**src/rtl/hazard_ctrl_pkg.sv**
```systemverilog
// Shared types and constants for the pipeline hazard/stall sequencer.
package hazard_ctrl_pkg;

  typedef enum logic {
    RUN      = 1'b0,
    MEM_WAIT = 1'b1
  } ctrl_state_t;

  localparam int unsigned REG_AW = 5;
  localparam logic [REG_AW-1:0] REG_ZERO = 5'd0;

endpackage

```
**src/rtl/sat_counter.sv**
```systemverilog
// Saturating up-counter with synchronous active-high clear.
module sat_counter #(
  parameter int unsigned W = 16
) (
  input  logic         clk,
  input  logic         rst,
  input  logic         inc,
  output logic [W-1:0] q
);

  always_ff @(posedge clk) begin
    if (rst) begin
      q <= '0;
    end else if (inc && (q != '1)) begin
      q <= q + W'(1);
    end
  end

endmodule

```
**src/rtl/hazard_ctrl.sv**
```systemverilog
// Stall/flush sequencer for the 5-stage pipeline: load-use bubbles, branch
// flushes and multi-cycle data-memory waits with timeout and perf counters.
module hazard_ctrl
  import hazard_ctrl_pkg::*;
#(
  parameter int unsigned WAIT_TIMEOUT = 255,
  parameter int unsigned TO_W         = 8,
  parameter int unsigned CNT_W        = 16
) (
  input  logic              clk,
  input  logic              rst,
  input  logic [REG_AW-1:0] ID_RS,
  input  logic [REG_AW-1:0] ID_RT,
  input  logic              ID_USES_RS,
  input  logic              ID_USES_RT,
  input  logic              EX_MEM_READ,
  input  logic [REG_AW-1:0] EX_RD,
  input  logic              EX_BRANCH_TAKEN,
  input  logic              MEM_DM_ACCESS,
  input  logic              DM_ACK,
  output logic              DM_REQ,
  output logic              PC_EN,
  output logic              IF_ID_EN,
  output logic              IF_ID_FLUSH,
  output logic              ID_EX_EN,
  output logic              ID_EX_FLUSH,
  output logic              EX_MEM_EN,
  output logic              MEM_WB_BUBBLE,
  output logic              DM_ERR,
  output logic [CNT_W-1:0]  STALL_CNT,
  output logic [CNT_W-1:0]  FLUSH_CNT
);

  ctrl_state_t     state_q, state_d;
  logic [TO_W-1:0] tcnt_q, tcnt_d;
  logic            err_q, err_set;
  logic            load_use, hold;

  assign load_use = EX_MEM_READ && (EX_RD != REG_ZERO) &&
                    ((ID_USES_RS && (ID_RS == EX_RD)) ||
                     (ID_USES_RT && (ID_RT == EX_RD)));

  always_comb begin
    state_d       = state_q;
    tcnt_d        = tcnt_q;
    err_set       = 1'b0;
    hold          = 1'b0;
    DM_REQ        = 1'b0;
    PC_EN         = 1'b1;
    IF_ID_EN      = 1'b1;
    IF_ID_FLUSH   = 1'b0;
    ID_EX_EN      = 1'b1;
    ID_EX_FLUSH   = 1'b0;
    EX_MEM_EN     = 1'b1;
    MEM_WB_BUBBLE = 1'b0;

    unique case (state_q)
      RUN: begin
        DM_REQ = MEM_DM_ACCESS;
        if (MEM_DM_ACCESS && !DM_ACK) begin
          hold    = 1'b1;
          state_d = MEM_WAIT;
          tcnt_d  = '0;
        end
      end
      MEM_WAIT: begin
        DM_REQ = 1'b1;
        if (DM_ACK) begin
          state_d = RUN;
        end else if (tcnt_q == TO_W'(WAIT_TIMEOUT - 1)) begin
          err_set = 1'b1;
          state_d = RUN;
        end else begin
          hold   = 1'b1;
          tcnt_d = tcnt_q + TO_W'(1);
        end
      end
      default: state_d = RUN;
    endcase

    // On release the held EX/ID contents are live again, so branch and
    // load-use resolve in the same cycle as the ack or timeout.
    if (hold) begin
      PC_EN         = 1'b0;
      IF_ID_EN      = 1'b0;
      ID_EX_EN      = 1'b0;
      EX_MEM_EN     = 1'b0;
      MEM_WB_BUBBLE = 1'b1;
    end else if (EX_BRANCH_TAKEN) begin
      IF_ID_FLUSH = 1'b1;
      ID_EX_FLUSH = 1'b1;
    end else if (load_use) begin
      PC_EN       = 1'b0;
      IF_ID_EN    = 1'b0;
      ID_EX_FLUSH = 1'b1;
    end

    if (rst) begin
      DM_REQ        = 1'b0;
      PC_EN         = 1'b1;
      IF_ID_EN      = 1'b1;
      IF_ID_FLUSH   = 1'b1;
      ID_EX_EN      = 1'b1;
      ID_EX_FLUSH   = 1'b1;
      EX_MEM_EN     = 1'b1;
      MEM_WB_BUBBLE = 1'b1;
      state_d       = RUN;
      tcnt_d        = '0;
      err_set       = 1'b0;
    end
  end

  always_ff @(posedge clk) begin
    if (rst) begin
      state_q <= RUN;
      tcnt_q  <= '0;
      err_q   <= 1'b0;
    end else begin
      state_q <= state_d;
      tcnt_q  <= tcnt_d;
      if (err_set) begin
        err_q <= 1'b1;
      end
    end
  end

  assign DM_ERR = err_q;

  sat_counter #(.W(CNT_W)) u_stall_cnt (
    .clk (clk),
    .rst (rst),
    .inc (!PC_EN),
    .q   (STALL_CNT)
  );

  sat_counter #(.W(CNT_W)) u_flush_cnt (
    .clk (clk),
    .rst (rst),
    .inc (IF_ID_FLUSH),
    .q   (FLUSH_CNT)
  );

endmodule

```
**config.mk**
```make
export PLATFORM = sky130hd
export DESIGN_NAME = hazard_ctrl
export DESIGN_NICKNAME = d
export VERILOG_FILES = /design/src/rtl/hazard_ctrl_pkg.sv /design/src/rtl/sat_counter.sv /design/src/rtl/hazard_ctrl.sv
export SDC_FILE = /design/constraint.sdc
export NUM_CORES = 1
export LEC_CHECK = 0
export CORE_AREA = 2 2 68 83
export CTS_BUF_LIST = sky130_fd_sc_hd__clkbuf_8 sky130_fd_sc_hd__clkbuf_16
export DETAILED_ROUTE_END_ITERATION = 10
export DIE_AREA = 0 0 70 85
export HOLD_SLACK_MARGIN = 0.12
export PLACE_DENSITY = 0.75
export SYNTH_ARGS = -nofsm -noshare
export SYNTH_HDL_FRONTEND = slang
export SYNTH_SLANG_ARGS = --single-unit
```
**constraint.sdc**
```tcl
create_clock -name clk -period 3.2 [get_ports clk]
set_input_delay 0.32 -clock clk [delete_from_list [all_inputs] [get_ports clk]]
set_output_delay 0.32 -clock clk [all_outputs]
set_load 0.01 [all_outputs]
```
==> results of run 1 <==
[metal layers]
metal,share of wire [%],vias up,global-route usage [%]
met5,0,-,0
met4,1.2,0,6.47
met3,5.4,6,3.44
met2,50,59,31.1
met1,44,981,21.7
li1,-,1083,-
[flip-flops by register name (all words and copies together) (netlist names)]
register,cells
state_q,1
u_flush_cnt.q,16
u_stall_cnt.q,16
DM_ERR,1
tcnt_q,8
[cells by family after synthesis]
kind of cell	after synthesis	synth area share, %
xor gates and xnor gates	30	11.6
DFF	42	37.1
AOI/OAI and AO/OA	46	15.4
muxes	3	1.38
and+or+nand+nor	122	27.6
adders and majority gates	4	2.21
buffers and inverters	22	4.80
[Yosys cell counts, types with 3 or more instances]
| master | number |
|---|---|
| o21ai_0 | 8 |
| and3_1 | 3 |
| o31ai_1 | 4 |
| or3_1 | 7 |
| ha_1 | 4 |
| o311ai_0 | 3 |
| xor2_1 | 5 |
| nor3_1 | 10 |
| dfxtp_1 | 42 |
| nand4_1 | 10 |
| and4_1 | 4 |
| or4_1 | 6 |
| nor2_1 | 35 |
| a21oi_1 | 14 |
| clkbuf_1 | 3 |
| inv_1 | 12 |
| nand2_1 | 21 |
| nor4_1 | 4 |
| xnor2_1 | 25 |
| nand3_1 | 13 |
[through the flow]
stage	cell area, um^2	setup WS [ns]
6_report	3050	0.507
3_3_place_gp	2940	0.513
4_1_cts	3050	0.489
3_5_place_dp	2940	0.492
2_1_floorplan	2270	1.18
5_1_grt	3050	0.436
[worst min path at each step]
stage                     depth (start not counted)  slack [ns]      start        end
final                                             2        0.47     DM_ERR     DM_ERR
after global routing                              2        0.51     DM_ERR     DM_ERR
after CTS                                         2        0.49     DM_ERR     DM_ERR
after detailed placement                          2        0.47     DM_ERR     DM_ERR
after global placement                            2        0.46     DM_ERR     DM_ERR
after floorplan                                   2        0.47  tcnt_q[0]  tcnt_q[0]
[cell type report]
class                           count  share of cell area (%)
Timing Repair Buffer               66                    21.4
Sequential cell                    42                    27.6
Multi-Input combinational cell    205                    43.2
Inverter                           13                    1.68
Clock inverter                      3                    1.35
Clock buffer                        5                    2.26
Tap cell                           62                    2.54
[worst reg2reg max path: cells and delay by family (launching register included)]
family	cells	cell delay, ns
AO/OA/AOI/OAI	4	0.92
AND/OR/NAND/NOR	2	0.58
adder cells (fa/ha/maj)	1	0.20
flip-flops	1	0.40
buffers and inverters	1	0.08
[power groups by stage]
stage          clock, mW  sequential, mW  combinational, mW
2_1_floorplan          0           0.549             0.0629
3_3_place_gp           0           0.548              0.128
3_5_place_dp           0           0.548              0.130
4_1_cts            0.430           0.536              0.131
5_1_grt            0.448           0.538              0.141
6_report           0.422           0.536              0.129
==> Implementation_results.wiki, run 1 <==
{| class="wikitable"
! Metric !! Value
|-
| Status || completed
|-
| GRT Util Overall || 17.8%
|-
| Launching element type of the critical path || input pin
|-
| Crit path DAT || 2.37 ns
|-
| Buffer levels on the longest clock path || 2
|-
| Post-synthesis sequential element count || 42
|-
| Sequential-to-total area share from yosys stat || 37.1%
|-
| RSZ-0062 raised after global routing || no
|-
| Highest-count cells in the layout ignoring fill and taps || clkdlybuf4s50_1, dfxtp_1, nor2_1, xnor2_1, nand2_1
|-
| Cell total after placement || 388
|-
| Leading cell type in the layout, fill and taps excluded || clkdlybuf4s50_1
|-
| Pin count of the biggest net entering global routing || 26
|-
| DIE HEIGHT || 85 um
|-
| Number of CTS-inserted buffers || 5
|-
| Share of final-layout standard cells stronger than drive strength 1 || 7.49%
|-
| Sequential Power Share || 49.3%
|-
| Router iterations before antenna repair || 4
|-
| Final HPWL DP || 4.00 mm
|-
| Clock tree from TritonCTS || built
|-
| Hold Worst Slack || 0.475 ns
|-
| Critical Setup Path Class || in2out
|-
| Cell internal power dissipation || 0.829 mW
|-
| Count of antenna diodes in the layout || 0
|-
| Endpoints failing setup || 0
|-
| 1st-iter DRT viols || 137
|-
| Unique masters post-synth || 47
|-
| Die area || 0.00595 mm^2
|-
| DRC || 0
|-
| Starting utilization of the core area || 44.0%
|-
| Number of cells on the critical path || 5
|-
| Per-instance average area after synthesis || 8.42 um^2
|-
| Final weighted congestion in routability-driven placement || 0.823
|-
| Post-Route Utilization || 59.2%
|-
| Global-route wire length before repair || 8.69 mm
|-
| Startpoint of the worst-slack reg-to-reg timing path || tcnt_q[0]
|-
| Clock skew || 0.00825 ns
|-
| Largest delay contributor family on the critical path || buffers and inverters
|-
| Crit Reg-Reg Endpoint || u_stall_cnt.q[15]
|-
| Switching share of power || 23.8%
|-
| Total power || 1.09 mW
|-
| Element type at the critical path end || output pin
|-
| Crit. Startpoint || EX_RD[1]
|-
| Clock power frac || 38.8%
|-
| Pwr dens || 357 mW/mm^2
|-
| Area delta synth->final || 34.6%
|-
| Wire length reported by the detailed router || 5.35 mm
|-
| Vias in the first global route || 1,934
|-
| Total area of sequential cells || 841 um^2
|-
| Most used DFF post-synth || dfxtp_1
|-
| Net total in the final layout || 360
|-
| Crit-path slowest cell || or4_1
|-
| Leading cell types by total area after synthesis || dfxtp_1, xnor2_1, nor2_1, nand2_1, a21oi_1
|-
| GRT overflow || 0
|-
| Reg clk slew, reported paths || 0.08 ns
|-
| Class of the worst hold path || reg2reg
|-
| Minimum clock period || 2.69 ns
|-
| Post-synth net total || 296
|-
| Yosys warning count || 0
|-
| Worst Tran Pin Value || 0.704 ns
|-
| Fill cell total of the finished layout || 476
|-
| Post-synth EDFFs || 0
|-
| Destination of the critical timing path || PC_EN
|-
| Number of rows created at floorplan || 29
|-
| Number of clock sinks || 42
|-
| Maximum clock rate || 0.371 GHz
|-
| Number of buffers inserted for hold repair after clock tree synthesis || 0
|-
| Maximum level of the CTS H-tree || 2
|-
| Switch Pwr || 0.259 mW
|-
| Core area || 0.00515 mm^2
|-
| Antenna violations before repair || 0
|-
| Area of the multi-input gates || 0.00132 mm^2
|-
| Setup Buffers After CTS || 0
|-
| Post-Syn Instances || 269
|-
| Antenna Violating Nets Remaining || 0
|-
| Worst supply voltage drop on vdd || 174 uV
|-
| Detailed-route vias per instance || 5.38
|-
| Crit-path most repeated cell || clkdlybuf4s50_1
|-
| Total buffers and inverters traversed by the critical path || 2
|-
| Maximum fanout encountered on the critical timing path || 3
|-
| Number of placed I/O pins || 64
|-
| Total negative slack || 0 ns
|-
| Final hold violations || 0
|-
| Total leakage power || 0.987 nW
|-
| Worst skew pair latency || 0.30 ns
|-
| Slew Limit Headroom || 52.8%
|-
| Internal reg-to-reg setup slack || 0.97 ns
|-
| Number of gates resized after CTS || 0
|-
| Number of maximum-capacitance violations || 0
|-
| Clock tree root driver cell || clkbuf_8
|-
| Required @ worst endpoint || 2.88 ns
|-
| Fraction of registers with async set or reset after synthesis || 0%
|-
| Largest stage delay on the critical path || 0.57 ns
|-
| Synth Cell Area || 0.00227 mm^2
|-
| Post-route clock period utilization || 84.2%
|-
| Combinational group share of total power || 11.9%
|-
| Top cell type by total area after synthesis || dfxtp_1
|-
| Total via count after detailed routing || 2,129
|-
| Worst R2R Path Depth || 8
|-
| Input/output buffers || 63
|-
| Ordered cell list for the critical path || clkdlybuf4s50_1 > or4_1 > o21a_1 > a31oi_4 > clkdlybuf4s50_1
|-
| Wire per inst || 13.5 um
|-
| Number of pins with negative max-slew slack in the final report || 0
|-
| Count of placed standard cells in the final layout, fillers left out || 396
|-
| Yosys top cell area share || 37.1%
|-
| Die W || 70 um
|}
Note: power is estimated with default switching activity, not from simulation.
==> run 2, diff against run 1 <==
==> constraint.sdc (replaced) <==
create_clock -name clk -period 2.6 [get_ports clk]
set_input_delay 0.26 -clock clk [delete_from_list [all_inputs] [get_ports clk]]
set_output_delay 0.26 -clock clk [all_outputs]
set_load 0.01 [all_outputs]
==> run 2 against run 1 <==
Effect of this change:
- power grew 23%
- largest cell class unchanged
- utilization grew 0.44 points
- non-clock buffer count grew 3
- critical path type unchanged
- hold slack lost 0.0027 ns
==> Implementation_results.wiki, run 2 (synthesized netlist as in run 1, its figures left out) <==
{| class="wikitable"
! Metric !! Value
|-
| GRT Util Overall || 18.7% (was 17.8%)
|-
| Final setup slack of the worst path || 0.0937 ns (was 0.507 ns)
|-
| Antenna Violating Nets Remaining || 0 (unchanged)
|-
| Final HPWL DP || 4.25 mm (was 4.00 mm)
|-
| Status || completed (unchanged)
|-
| Maximum fanout encountered on the critical timing path || 3 (unchanged)
|-
| Total negative slack || 0 ns (unchanged)
|-
| Area delta synth->final || 35.6% (was 34.6%)
|-
| Total leakage power || 1.00 nW (was 0.987 nW)
|-
| Registers with the highest flip-flop counts || u_flush_cnt.q: 16 flops, u_stall_cnt.q: 16 flops, tcnt_q: 8 flops (unchanged)
|-
| Clock tree from TritonCTS || built (unchanged)
|-
| Clock skew || 0.0135 ns (was 0.00825 ns)
|-
| Pin count of the biggest net entering global routing || 20 (was 26)
|-
| Worst Tran Pin Value || 0.656 ns (was 0.704 ns)
|-
| Input/output buffers || 63 (unchanged)
|-
| GRT overflow || 0 (unchanged)
|-
| Number of clock sinks || 42 (unchanged)
|-
| Die W || 70 um (unchanged)
|-
| Element type at the critical path end || output pin (unchanged)
|-
| Required @ worst endpoint || 2.34 ns (was 2.88 ns)
|-
| Wire per inst || 14.0 um (was 13.5 um)
|-
| Largest stage delay on the critical path || 0.57 ns (about the same)
|-
| Count of antenna diodes in the layout || 0 (unchanged)
|-
| Clock tree root driver cell || clkbuf_8 (unchanged)
|-
| Buffer levels on the longest clock path || 2 (unchanged)
|-
| Crit path DAT || 2.25 ns (was 2.37 ns)
|-
| Number of placed I/O pins || 64 (unchanged)
|-
| Maximum clock rate || 0.399 GHz
|-
| Maximum level of the CTS H-tree || 2 (unchanged)
|-
| Critical Setup Path Class || in2out (unchanged)
|-
| Global-route wire length before repair || 9.10 mm (was 8.69 mm)
|-
| Number of rows created at floorplan || 29 (unchanged)
|-
| Worst skew pair latency || 0.30 ns (about the same)
|-
| Crit-path most repeated cell || clkdlybuf4s50_1 (unchanged)
|-
| Crit-path slowest cell || clkdlybuf4s50_1 (was or4_1)
|-
| Pwr dens || 436 mW/mm^2 (was 357 mW/mm^2)
|-
| RSZ-0062 raised after global routing || no (unchanged)
|-
| DRC || 0 (unchanged)
|-
| Total buffers and inverters traversed by the critical path || 2 (unchanged)
|-
| Number of gates resized after CTS || 0 (unchanged)
|-
| Post-Place Worst Slack || 0.0921 ns (was 0.492 ns)
|-
| Net total in the final layout || 363 (was 360)
|-
| Final weighted congestion in routability-driven placement || 0.791 (was 0.823)
|-
| Class of the worst hold path || reg2reg (unchanged)
|-
| Number of pins with negative max-slew slack in the final report || 0 (unchanged)
|-
| 1st-iter DRT viols || 101 (was 137)
|-
| Antenna violations before repair || 0 (unchanged)
|-
| Core area || 0.00515 mm^2 (unchanged)
|-
| Share of final-layout standard cells stronger than drive strength 1 || 8.31% (was 7.49%)
|-
| Total power || 1.34 mW (was 1.09 mW)
|-
| Die area || 0.00595 mm^2 (unchanged)
|-
| Largest delay contributor family on the critical path || buffers and inverters (unchanged)
|-
| Highest-count cells in the layout ignoring fill and taps || clkdlybuf4s50_1, dfxtp_1, nor2_1, xnor2_1, nand2_1 (unchanged)
|-
| Wire length reported by the detailed router || 5.57 mm (was 5.35 mm)
|-
| Setup Buffers After CTS || 0 (unchanged)
|-
| Total via count after detailed routing || 2,187 (was 2,129)
|-
| Detailed-route vias per instance || 5.48 (was 5.38)
|-
| Ordered cell list for the critical path || clkdlybuf4s50_1 > or4_1 > o21a_1 > a31oi_4 > clkdlybuf4s50_1 (unchanged)
|-
| Leading cell type in the layout, fill and taps excluded || clkdlybuf4s50_1 (unchanged)
|-
| Endpoints failing setup || 0 (unchanged)
|-
| Slew Limit Headroom || 56.1% (was 52.8%)
|-
| Minimum clock period || 2.51 ns
|-
| Launching element type of the critical path || input pin (unchanged)
|-
| Number of buffers inserted for hold repair after clock tree synthesis || 0 (unchanged)
|-
| Reg clk slew, reported paths || 0.08 ns (about the same)
|-
| Number of CTS-inserted buffers || 5 (unchanged)
|-
| Worst supply voltage drop on vdd || 284 uV (was 174 uV)
|-
| Starting utilization of the core area || 44.0% (unchanged)
|-
| Router iterations before antenna repair || 5 (was 4)
|-
| Post-Route Utilization || 59.6% (was 59.2%)
|-
| Vias in the first global route || 2,109 (was 1,934)
|-
| Number of maximum-capacitance violations || 0 (unchanged)
|-
| Final hold violations || 0 (unchanged)
|-
| DIE HEIGHT || 85 um (unchanged)
|-
| Post-route clock period utilization || 96.4%
|-
| Hold Worst Slack || 0.472 ns (was 0.475 ns)
|}
[run 2: changes by cell type in the layout (fill, tap and decap cells not counted), sizes merged]
cell,delta
buf,+3
[run 2: path summary, 6_finish.rpt]
path / startpoint / endpoint / slack [ns] / cells after the start
hold reg to reg: DM_ERR / DM_ERR / 0.47 / 2
hold / removal: DM_ERR / DM_ERR / 0.47 / 2
setup / recovery: EX_RD[3] / PC_EN / 0.09 / 5
setup reg to reg: tcnt_q[0] / u_stall_cnt.q[15] / 0.33 / 9
[run 2: stage by stage]
stage	instances	cell area [um^2]
finish	399	3070
global route	399	3070
CTS	399	3070
detailed placement	391	2960
global placement	391	2960
floorplan	269	2270
[run 2: where the power goes]
part           total (mW)  leakage [nW]  switching [mW]  internal (mW)
Sequential          0.660         0.339         0.00912          0.650
Clock               0.516        0.0556           0.233          0.283
Combinational       0.165         0.607          0.0750         0.0898
[run 2: layout make-up]
cell class / count / area [um^2]
Multi-Input combinational cell: 205 / 1320
Clock buffer: 5 / 68.8
Fill cell: 482 / 2080
Timing Repair Buffer: 69 / 676
Tap cell: 62 / 77.6
Inverter: 13 / 51.3
Clock inverter: 3 / 41.3
Sequential cell: 42 / 841
[run 2: routing by layer]
layer | vias to the layer above | wire (um) | global-route usage [%]
met5 | - | 0 | 0
met1 | 1006 | 2220 | 21.0
met4 | 0 | 100 | 8.57
met3 | 13 | 356 | 4.04
met2 | 79 | 2890 | 33.5
li1 | 1089 | - | -
[run 2: worst min-delay path: cells and delay by family, from the launching register on]
kind            cells  cell delay (ns)
compound gates      1             0.04
flops               1             0.33
simple gates        1             0.07
==> run 3, diff against run 2 <==
--- a/config.mk
+++ b/config.mk
@@ -5,10 +5,10 @@
 export SDC_FILE = /design/constraint.sdc
 export NUM_CORES = 1
 export LEC_CHECK = 0
-export CORE_AREA = 2 2 68 83
+export CORE_AREA = 2 2 95 60
 export CTS_BUF_LIST = sky130_fd_sc_hd__clkbuf_8 sky130_fd_sc_hd__clkbuf_16
 export DETAILED_ROUTE_END_ITERATION = 10
-export DIE_AREA = 0 0 70 85
+export DIE_AREA = 0 0 97 62
 export HOLD_SLACK_MARGIN = 0.12
 export PLACE_DENSITY = 0.75
 export SYNTH_ARGS = -nofsm -noshare
==> run 3 against run 2 <==
Effect of this change:
- flip-flop and latch count unchanged
- sequential power is essentially flat
- setup slack better by 0.070 ns
- non-clock buffer count stayed put
- largest cell class unchanged
==> Implementation_results.wiki, run 3 (synthesized netlist as in run 1, its figures left out) <==
{| class="wikitable"
! Metric !! Value
|-
| Maximum level of the CTS H-tree || 2 (unchanged)
|-
| Number of gates resized after CTS || 0 (unchanged)
|-
| Global-route wire length before repair || 9.16 mm (was 9.10 mm)
|-
| Buffer levels on the longest clock path || 2 (unchanged)
|-
| Number of maximum-capacitance violations || 0 (unchanged)
|-
| Reg clk slew, reported paths || 0.08 ns (about the same)
|-
| Clock tree from TritonCTS || built (unchanged)
|-
| Area of the multi-input gates || 0.00132 mm^2 (unchanged)
|-
| GRT overflow || 0 (unchanged)
|-
| Required @ worst endpoint || 2.34 ns (about the same)
|-
| Total via count after detailed routing || 2,156 (was 2,187)
|-
| Leading cell type in the layout, fill and taps excluded || clkdlybuf4s50_1 (unchanged)
|-
| Final weighted congestion in routability-driven placement || 0.806 (was 0.791)
|-
| Router iterations before antenna repair || 4 (was 5)
|-
| Setup Buffers After CTS || 0 (unchanged)
|-
| Worst Tran Pin Value || 0.669 ns (was 0.656 ns)
|-
| Antenna Violating Nets Remaining || 0 (unchanged)
|-
| Total leakage power || 0.997 nW (was 1.00 nW)
|-
| Combinational group share of total power || 13.7% (was 12.3%)
|-
| Cell internal power dissipation || 0.917 mW (was 1.02 mW)
|-
| Number of CTS-inserted buffers || 5 (unchanged)
|-
| Highest-count cells in the layout ignoring fill and taps || clkdlybuf4s50_1, dfxtp_1, nor2_1, xnor2_1, nand2_1 (unchanged)
|-
| Element type at the critical path end || output pin (unchanged)
|-
| Worst skew pair latency || 0.28 ns (was 0.30 ns)
|-
| 1st-iter DRT viols || 94 (was 101)
|-
| Fill cell total of the finished layout || 469 (was 482)
|-
| Wire length reported by the detailed router || 5.69 mm (was 5.57 mm)
|-
| Switch Pwr || 0.300 mW (was 0.317 mW)
|-
| Status || completed (unchanged)
|-
| Share of final-layout standard cells stronger than drive strength 1 || 7.74% (was 8.31%)
|-
| Vias in the first global route || 1,898 (was 2,109)
|-
| Wire per inst || 14.0 um (about the same)
|-
| Internal reg-to-reg setup slack || 0.36 ns (was 0.33 ns)
|-
| Final HPWL DP || 4.25 mm (about the same)
|-
| Clock tree root driver cell || clkbuf_8 (unchanged)
|-
| GRT Util Overall || 18.9% (was 18.7%)
|-
| Minimum clock period || 2.44 ns (was 2.51 ns)
|-
| Post-route clock period utilization || 93.7% (was 96.4%)
|-
| DIE HEIGHT || 62 um (was 85 um)
|-
| Number of clock sinks || 42 (unchanged)
|-
| Endpoints failing setup || 0 (unchanged)
|-
| Hold Worst Slack || 0.503 ns (was 0.472 ns)
|-
| Clock skew || 0.00459 ns (was 0.0135 ns)
|-
| Die W || 97 um (was 70 um)
|-
| Starting utilization of the core area || 42.9% (was 44.0%)
|-
| Total area of sequential cells || 841 um^2 (unchanged)
|-
| Launching element type of the critical path || input pin (unchanged)
|-
| Die area || 0.00601 mm^2 (was 0.00595 mm^2)
|-
| Area delta synth->final || 34.7% (was 35.6%)
|-
| Input/output buffers || 63 (unchanged)
|-
| RSZ-0062 raised after global routing || no (unchanged)
|-
| Crit path DAT || 2.18 ns (was 2.25 ns)
|-
| Registers with the highest flip-flop counts || u_flush_cnt.q: 16 flops, u_stall_cnt.q: 16 flops, tcnt_q: 8 flops (unchanged)
|-
| Slew Limit Headroom || 55.3% (was 56.1%)
|-
| DRC || 0 (unchanged)
|-
| Class of the worst hold path || reg2reg (unchanged)
|-
| Switching share of power || 24.6% (was 23.7%)
|-
| Maximum clock rate || 0.410 GHz (was 0.399 GHz)
|-
| Maximum fanout encountered on the critical timing path || 3 (unchanged)
|-
| Total negative slack || 0 ns (unchanged)
|-
| Sequential Power Share || 54.3% (was 49.2%)
|-
| Critical Setup Path Class || in2out (unchanged)
|-
| Net total in the final layout || 363 (unchanged)
|-
| Number of buffers inserted for hold repair after clock tree synthesis || 0 (unchanged)
|-
| Pwr dens || 399 mW/mm^2 (was 436 mW/mm^2)
|-
| Antenna violations before repair || 0 (unchanged)
|-
| Core area || 0.00528 mm^2 (was 0.00515 mm^2)
|-
| Count of antenna diodes in the layout || 0 (unchanged)
|-
| Clock power frac || 32.1% (was 38.5%)
|-
| Final hold violations || 0 (unchanged)
|-
| Number of placed I/O pins || 64 (unchanged)
|-
| Detailed-route vias per instance || 5.32 (was 5.48)
|-
| Pin count of the biggest net entering global routing || 30 (was 20)
|-
| Worst supply voltage drop on vdd || 231 uV (was 284 uV)
|-
| Post-Place Worst Slack || 0.0207 ns (was 0.0921 ns)
|-
| Total power || 1.22 mW (was 1.34 mW)
|-
| Number of pins with negative max-slew slack in the final report || 0 (unchanged)
|-
| Final setup slack of the worst path || 0.164 ns (was 0.0937 ns)
|-
| Number of rows created at floorplan || 21 (was 29)
|}
## run 3: cell types whose count changed in the layout (fill, tap and decap cells not counted), sizes merged
cell and change:
clkinvlp -1, bufinv -1, inv +1, dlymetal6s2s +2
clkdlybuf4s50 -2
## run 3: layout make-up
class                   instances  area share [%]
multi-input cells             205            43.1
flip-flops and latches         42            27.6
repair buffers                 69            22.3
well taps                      69            2.83
clock buffers                   5            2.26
inverters                      13            1.68
clock inverters                 2           0.246
## run 3: critical path, stage by stage
cell and delay (ns):
clkdlybuf4s50_1 0.47, or4_1 0.54, o21a_1 0.23, a21oi_1 0.15, nor2_1 0.05, clkdlybuf4s50_1 0.48
## run 3: metal layers
metal	vias to the layer above	routed length [um]	track usage (%)	part of all wire [%]
met5	-	0	0	0
met4	0	15	4.02	0.26
met3	2	264	4.25	4.6
met2	55	2430	31.0	43
met1	1007	2980	26.3	52
li1	1092	-	-	-
## run 3: final timing paths
check | start | to | cells after the start
min reg2reg | u_flush_cnt.q[14] | u_flush_cnt.q[14] | 2
max reg2reg | tcnt_q[0] | u_stall_cnt.q[15] | 9
max | EX_RD[2] | ID_EX_FLUSH | 6
min | u_flush_cnt.q[14] | u_flush_cnt.q[14] | 2
## run 3: power by group through the flow
stage               Clock (mW)  Sequential, mW  Combinational (mW)
global placement             0           0.676               0.163
global route             0.427           0.662               0.180
floorplan                    0           0.676              0.0775
CTS                      0.398           0.661               0.167
detailed placement           0           0.676               0.167
finish                   0.390           0.661               0.166
## run 3: stage by stage
step	std cells	instance area, um^2	utilization, %
floorplan	269	2270	-
global placement	398	2970	56.2
detailed placement	398	2970	56.2
CTS	405	3050	57.7
global route	405	3050	57.8
finish	405	3050	57.8
